### src/rtl/axis_flit_deserializer.sv
// Reassembles SERIALIZATION_FACTOR narrow flits into one wide AXIS beat and queues it in a small output FIFO.
// Optional per-flit tdest consistency check: define AXIS_DESER_DEST_CHECK_EN.
module axis_flit_deserializer #(
  parameter int TDATA_WIDTH          = 512,
  parameter int TDEST_WIDTH          = 4,
  parameter int SERIALIZATION_FACTOR = 4,
  parameter int OUT_BUFFER_DEPTH     = 4,
  localparam int FLIT_WIDTH          = TDATA_WIDTH / SERIALIZATION_FACTOR
) (
  input  logic                   clk,
  input  logic                   rst,
  input  logic                   s_tvalid,
  output logic                   s_tready,
  input  logic [FLIT_WIDTH-1:0]  s_tdata,
  input  logic [TDEST_WIDTH-1:0] s_tdest,
  input  logic                   s_tlast,
  input  logic                   s_tend,
  output logic                   m_tvalid,
  input  logic                   m_tready,
  output logic [TDATA_WIDTH-1:0] m_tdata,
  output logic [TDEST_WIDTH-1:0] m_tdest,
  output logic                   m_tlast,
  output logic                   err_framing,
  output logic                   err_dest,
  input  logic                   err_clr
);
  localparam int IDX_W = $clog2(SERIALIZATION_FACTOR);
  localparam int PTR_W = $clog2(OUT_BUFFER_DEPTH);
  localparam int CNT_W = PTR_W + 1;
  localparam logic [IDX_W-1:0] LAST_IDX = IDX_W'(SERIALIZATION_FACTOR - 1);
  localparam logic [CNT_W-1:0] FULL_CNT = CNT_W'(OUT_BUFFER_DEPTH);

  typedef struct packed {
    logic [TDATA_WIDTH-1:0] data;
    logic [TDEST_WIDTH-1:0] dest;
    logic                   last;
  } beat_t;

  logic [IDX_W-1:0]       idx, idx_nxt;
  logic [TDATA_WIDTH-1:0] asm_data;
  logic [TDEST_WIDTH-1:0] asm_dest;
  logic                   flit_ok, push, pop, frame_set, dest_set, dest_bad_now;
  beat_t                  push_beat, head;
  beat_t                  mem [OUT_BUFFER_DEPTH];
  logic [PTR_W-1:0]       wr_ptr, rd_ptr;
  logic [CNT_W-1:0]       count;

  // Ready depends only on registered state, so m_tready never reaches s_tready.
  assign s_tready = !rst && (idx != LAST_IDX || count < FULL_CNT);
  assign flit_ok  = s_tvalid && s_tready;

`ifdef AXIS_DESER_DEST_CHECK_EN
  logic dest_bad;
  assign dest_bad_now = dest_bad || (s_tdest != asm_dest);
  always_ff @(posedge clk or posedge rst) begin
    if (rst)          dest_bad <= 1'b0;
    else if (flit_ok) dest_bad <= (idx == '0) ? 1'b0 : dest_bad_now;
  end
`else
  assign dest_bad_now = 1'b0;
`endif

  always_comb begin
    idx_nxt   = idx;
    push      = 1'b0;
    frame_set = 1'b0;
    dest_set  = 1'b0;
    if (flit_ok) begin
      if (idx != LAST_IDX) begin
        if (s_tend) begin
          frame_set = 1'b1;
          idx_nxt   = '0;
        end else begin
          idx_nxt = idx + 1'b1;
        end
      end else begin
        idx_nxt = '0;
        if (!s_tend)           frame_set = 1'b1;
        else if (dest_bad_now) dest_set  = 1'b1;
        else                   push      = 1'b1;
      end
    end
  end

  always_ff @(posedge clk or posedge rst) begin
    if (rst) begin
      idx      <= '0;
      asm_data <= '0;
      asm_dest <= '0;
    end else begin
      idx <= idx_nxt;
      if (flit_ok) begin
        asm_data[int'(idx)*FLIT_WIDTH +: FLIT_WIDTH] <= s_tdata;
        if (idx == '0) asm_dest <= s_tdest;
      end
    end
  end

  // The end flit bypasses the assembly register so the beat is pushed on its own cycle.
  always_comb begin
    push_beat.data = asm_data;
    push_beat.data[(SERIALIZATION_FACTOR-1)*FLIT_WIDTH +: FLIT_WIDTH] = s_tdata;
    push_beat.dest = asm_dest;
    push_beat.last = s_tlast;
  end

  assign m_tvalid = (count != '0);
  assign pop      = m_tvalid && m_tready;

  always_ff @(posedge clk) begin
    if (push) mem[wr_ptr] <= push_beat;
  end

  always_ff @(posedge clk or posedge rst) begin
    if (rst) begin
      wr_ptr <= '0;
      rd_ptr <= '0;
      count  <= '0;
    end else begin
      if (push) wr_ptr <= wr_ptr + 1'b1;
      if (pop)  rd_ptr <= rd_ptr + 1'b1;
      case ({push, pop})
        2'b10:   count <= count + 1'b1;
        2'b01:   count <= count - 1'b1;
        default: count <= count;
      endcase
    end
  end

  // Gate the head so outputs read as zero while empty (memory itself is not reset).
  assign head    = m_tvalid ? mem[rd_ptr] : '0;
  assign m_tdata = head.data;
  assign m_tdest = head.dest;
  assign m_tlast = head.last;

  always_ff @(posedge clk or posedge rst) begin
    if (rst) begin
      err_framing <= 1'b0;
      err_dest    <= 1'b0;
    end else begin
      if (frame_set)    err_framing <= 1'b1;
      else if (err_clr) err_framing <= 1'b0;
      if (dest_set)     err_dest    <= 1'b1;
      else if (err_clr) err_dest    <= 1'b0;
    end
  end
endmodule

### config.mk
export PLATFORM = sky130hd
export DESIGN_NAME = axis_flit_deserializer
export DESIGN_NICKNAME = d
export VERILOG_FILES = /design/src/rtl/axis_flit_deserializer.sv
export SDC_FILE = /design/constraint.sdc
export NUM_CORES = 2
export LEC_CHECK = 0
export CORE_UTILIZATION = 65
export CTS_BUF_LIST = sky130_fd_sc_hd__clkbuf_8
export DETAILED_ROUTE_END_ITERATION = 10
export DONT_BUFFER_PORTS = 1
export PLACE_DENSITY = 0.91
export SLEW_MARGIN = 10
export SYNTH_ARGS = -nofsm -noshare
export SYNTH_HDL_FRONTEND = slang
export SYNTH_SLANG_ARGS = --single-unit
### constraint.sdc
create_clock -name clk -period 41.9 [get_ports clk]
set_input_delay 6.285 -clock clk [delete_from_list [all_inputs] [get_ports clk]]
set_output_delay 6.285 -clock clk [all_outputs]
set_load 0.05 [all_outputs]
## Word level (Yosys, flattened, before mapping)

Memories as Yosys holds them, arrays and structs flattened.
Index checks and enable logic that the tools add are counted.

- Magnitude comparators: 1
- Reduce and logical (&&, ||, !) cells: 10
- Muxes and demuxes: 15
- Shift operators: 2
- Eq/ne operators: 3
- Add/subtract/negate cells: 6

Operators with widths:

| cell | number |
|---|---|
| 2-to-1 mux 517 bit | 1 |
| bitwise mux 512 bit | 1 |
| variable shift 128 x 33 -> 512 bit, first input constant | 1 |
| variable part select 128 x 33 -> 512 bit | 1 |
| negator 9 -> 33 bit | 1 |
| 2-to-1 mux 1 bit | 10 |
| adder 2 x 1 -> 2 bit, second input constant | 3 |
| case mux 3 bit (2 select lines) | 1 |
| 2-to-1 mux 2 bit | 2 |
| nonzero test 2 bit | 2 |
| adder 3 x 1 -> 3 bit, second input constant | 1 |
| logical AND 1 bit | 3 |
| less-than comparator 3 bit, second input constant | 1 |
| nonzero test 3 bit | 1 |
| subtractor 3 x 1 -> 3 bit, second input constant | 1 |
| equality test 2 x 1 -> 1 bit, second input constant | 1 |
| equality test 2 bit, second input constant | 1 |
| logical NOT 2 bit | 1 |
| inequality test 2 bit, second input constant | 1 |
| AND reduction 2 bit | 1 |
| logical NOT 1 bit | 1 |
| logical OR 1 bit | 1 |

- Memories: 1
- Logic and storage cells: 45
- Flip-flop bits (word level): 526
- RAM bits: 2,068

Memories:

| memory | depth | bits a word | rd ports | clocked after memory_dff | wr ports | RTL line | source |
|---|---|---|---|---|---|---|---|
| mem | 4 | 517 | 1 | 0 | 1 | 44 | `beat_t mem [OUT_BUFFER_DEPTH];` |

## Depth between registers and ports, before layout

- Depth after elaboration: 7
- Mapped depth: 10
- Gate-level depth less buffers: 9

## Least setup slack after synthesis

OpenSTA, ideal clock, no wires.

- Kind: input port to flip-flop
- From: in rst
- To: mem mem[0][0] in the netlist's numbering (enable)
- Arrival time: 18,787 ps
- Setup slack: 22,161 ps
- Cell stages on the path: 3
- Required time: 40,948 ps
- Library setup time: 952 ps
- Cell sequence: a21oi_4 > and2_0 > and3_1

- Cells in the longest elaborated chain, start to end: 6

Ends and longest elaborated chain:

| item | RTL line | source |
|---|---|---|
| start, declared | 11 | `input logic rst,` |
| logical NOT 1 bit (no source line) | n/a |  |
| logical AND 1 bit | 49 | `assign s_tready = !rst && (idx != LAST_IDX \|\| count < FULL_CNT);` |
| logical AND 1 bit | 50 | `assign flit_ok = s_tvalid && s_tready;` |
| 2-to-1 mux 1 bit | 68 | `if (flit_ok) begin` |
| 2-to-1 mux 1 bit | 111 | `if (push) mem[wr_ptr] <= push_beat;` |
| 2-to-1 mux 1 bit (not written as such) | 111 |  |
| end, declared | 44 |  |

Every way passes these cells.

## Worst setup path after layout

- From: in rst
- To: out s_tready

- Cells in the longest elaborated chain, start to end: 2

Ends and longest elaborated chain:

| item | RTL line | source |
|---|---|---|
| logical NOT 1 bit (no source line) | n/a |  |
| logical AND 1 bit | 49 |  |
| end, declared | 13 | `output logic s_tready,` |

Every way passes these cells.

==> impl_metrics.env <==
export IMPL_status="complete, no violations"
export IMPL_die_y_um=387
export IMPL_placed_cell_area_um2=97200
export IMPL_ys_seq_elements=2466
export IMPL_whs_ns=0.432
export IMPL_synth_nets=5122
export IMPL_worstSkewPairLatency_ns=1.04
export IMPL_start_util_pct=65.8
export IMPL_syn_avg_cell_area_um2=19.3
export IMPL_crit_chain="a21oi_4"
export IMPL_cts_buffers=380
export IMPL_fmax_mhz=76.3
export IMPL_skew_ns=0.118
export IMPL_layout_common_cells="edfxtp_1 (2068), inv_1 (529), and2_1 (518)"
export IMPL_max_slew_margin_pct=22.3
export IMPL_hold_buffers=0
export IMPL_period_share_pct=31.3
export IMPL_ant_nets=0
export IMPL_drc=0
export IMPL_drt_pass1_iterations=6
export IMPL_path_delay_family="compound AO/OA/AOI/OAI gates"
export IMPL_grt_usage_pct=30.2
export IMPL_seq_area_frac_synth_pct=74.9
export IMPL_rsz0062_at_grt="false"
export IMPL_crit_cells=1
export IMPL_fin_nets=5310
export IMPL_mostFrequentLayoutCell="edfxtp_1"
export IMPL_via_per_inst=6.43
export IMPL_cpPeakStageDelay_ns=0.54
export IMPL_cts_post_setup_buffers_inserted=0
export IMPL_slowest_stage="a21oi_4"
export IMPL_port_buffers=0
export IMPL_die_area_um2=150000
export IMPL_powerDensity_nw_per_um2=76.4
export IMPL_wirelength_um=224000
export IMPL_hold_depth=0
export IMPL_crit_path_start_kind="primary input"
export IMPL_grt_overflow=0
export IMPL_ctsResizeCount=0
export IMPL_num_rows=140
export IMPL_end_kind="primary output"
export IMPL_worstPathBufferInverterCount=0
export IMPL_first_iter_violations=5026
export IMPL_antenna_found_initial=5
export IMPL_synth_cell_types=30
export IMPL_dr_total_vias=47500
export IMPL_grt_first_pass_wirelength_um=328000
export IMPL_wl_per_cell_um=30.3
export IMPL_r2r_cells=7
export IMPL_path_clk_slew_ns=0.07
export IMPL_drive_gt1_share_pct=20.1
export IMPL_die_w_um=387
export IMPL_worstMarginPinSlew_ns=1.17
export IMPL_num_fill_cells=7678
export IMPL_min_period_ns=13.11
export IMPL_coreArea_um2=146000
export IMPL_drv_slew=0
export IMPL_synth_area_um2=96200
export IMPL_areaGrowthSynthToFinish_pct=8.63
export IMPL_arrival_ns=6.83
export IMPL_fin_tns_setup_ns=0
export IMPL_ir_worst_vdd_mv=0.0597
export IMPL_fin_area_um2=104000
export IMPL_min_path_type="register to register"
export IMPL_design_portCount=660
export IMPL_critPathKind="primary input to primary output"
export IMPL_clockRootBuffer="clkbuf_8"
export IMPL_h_tree_depth=5
export IMPL_cp_max_fo=9
export IMPL_finalHoldViolCount=0
export IMPL_synthCells=4971
export IMPL_drv_cap=0
export IMPL_cts_buffer_depth=4
export IMPL_grt_max_degree=148
export IMPL_crit_required_ns=35.62
export IMPL_setup_viol_count_final=0
export IMPL_p_leak_nw=38.1
export IMPL_place_congestion=0.770
export IMPL_grt_pass1_vias=49900
export IMPL_yosys_warnings=0
export IMPL_tritoncts="built"
export IMPL_dp_hpwl_um=126000
export IMPL_cts_sinks=2466
sequential cells by signal, indices dropped and copies added (netlist names):
signal       cells
wr_ptr           2
idx              2
mem           2068
rd_ptr           2
asm_dest         4
asm_data       384
count            3
err_framing      1
layer usage:
metal  part of all wire [%]  up-vias  GRT usage (%)
met5                  0.014        -              0
met4                    5.6        4           16.2
met3                     11      675           7.86
met2                     49     3304           47.9
met1                     34    24400           38.7
li1                       -    19100              -
cell type report:
class	instances	area, um2	share of cell area [%]
Inverter	393	1480	1.42
Tap cell	1917	2400	2.30
Clock buffer	433	5960	5.70
Antenna cell	4	10.0	0.00958
Multi-Input combinational cell	1852	20700	19.8
Clock inverter	249	1290	1.23
Timing Repair Buffer	66	596	0.570
Sequential cell	2466	72100	69.0
power by group:
part / switching (mW) / internal (mW)
sequential: 0.237 / 3.01
clock: 0.909 / 1.00
combinational: 2.12 / 0.712
path summary, 6_finish.rpt:
| kind | slack (ns) | end | startpoint |
|---|---|---|---|
| worst max-delay path | 28.79 | s_tready | rst |
| worst min-delay path | 0.43 | mem[2][88]$_DFFE_PP_ | asm_data[83]$_DFFE_PP0P_ |
| worst max register to register | 35.81 | mem[1][184]$_DFFE_PP_ | idx[0]$_DFFE_PP0P_ |
| worst min register to register | 0.43 | mem[2][88]$_DFFE_PP_ | asm_data[83]$_DFFE_PP0P_ |
| max in group asynchronous | 34.31 | asm_data[73]$_DFFE_PP0P_ | rst |
| min in group asynchronous | 5.24 | asm_dest[3]$_DFFE_PP0P_ | rst |
cells by family (layout without fill, tap and decap cells):
family	Yosys count	after routing	share of synthesized area (%)
compound gates	4	4	0.0364
other cells	1	5	0.00390
buf+inv	653	1141	3.66
simple gates	922	922	4.99
mux	907	907	16.2
flops	2466	2466	74.9
xor+xnor	6	6	0.0546
fa+ha+maj	12	12	0.164
cell usage after synthesis (all sizes together):
library cell	count	share of area [%]
a22o	1	0.0091
nand2	385	1.5
clkbuf	91	0.36
mux2i	385	4.0
xnor2	3	0.027
a21oi	1	0.017
edfxtp	2068	65
buf	169	1.8
nor2	2	0.0078
mux4	517	12
and3b	1	0.0091
or3	1	0.0065
and2	519	3.4
nand4	1	0.0065
fa	1	0.021
and3	4	0.026
inv	393	1.5
nand3	7	0.036
dfrtp	398	10
o21ai	2	0.010
ha	11	0.14
nor3b	2	0.016
xor2	3	0.027
conb	1	0.0039
mux2	5	0.059
stage by stage:
stage          power [mW]  worst slack [ns]  util, %  instances
6_report             7.99             28.79     71.4       7380
3_3_place_gp         6.00             28.81     66.5       6694
2_1_floorplan        5.66             22.16        -       4971
4_1_cts              8.01             28.80     71.4       7376
3_5_place_dp         6.09             28.81     66.5       6694
5_1_grt              8.22             28.77     71.4       7380
Power figures use the tool's default switching activity.
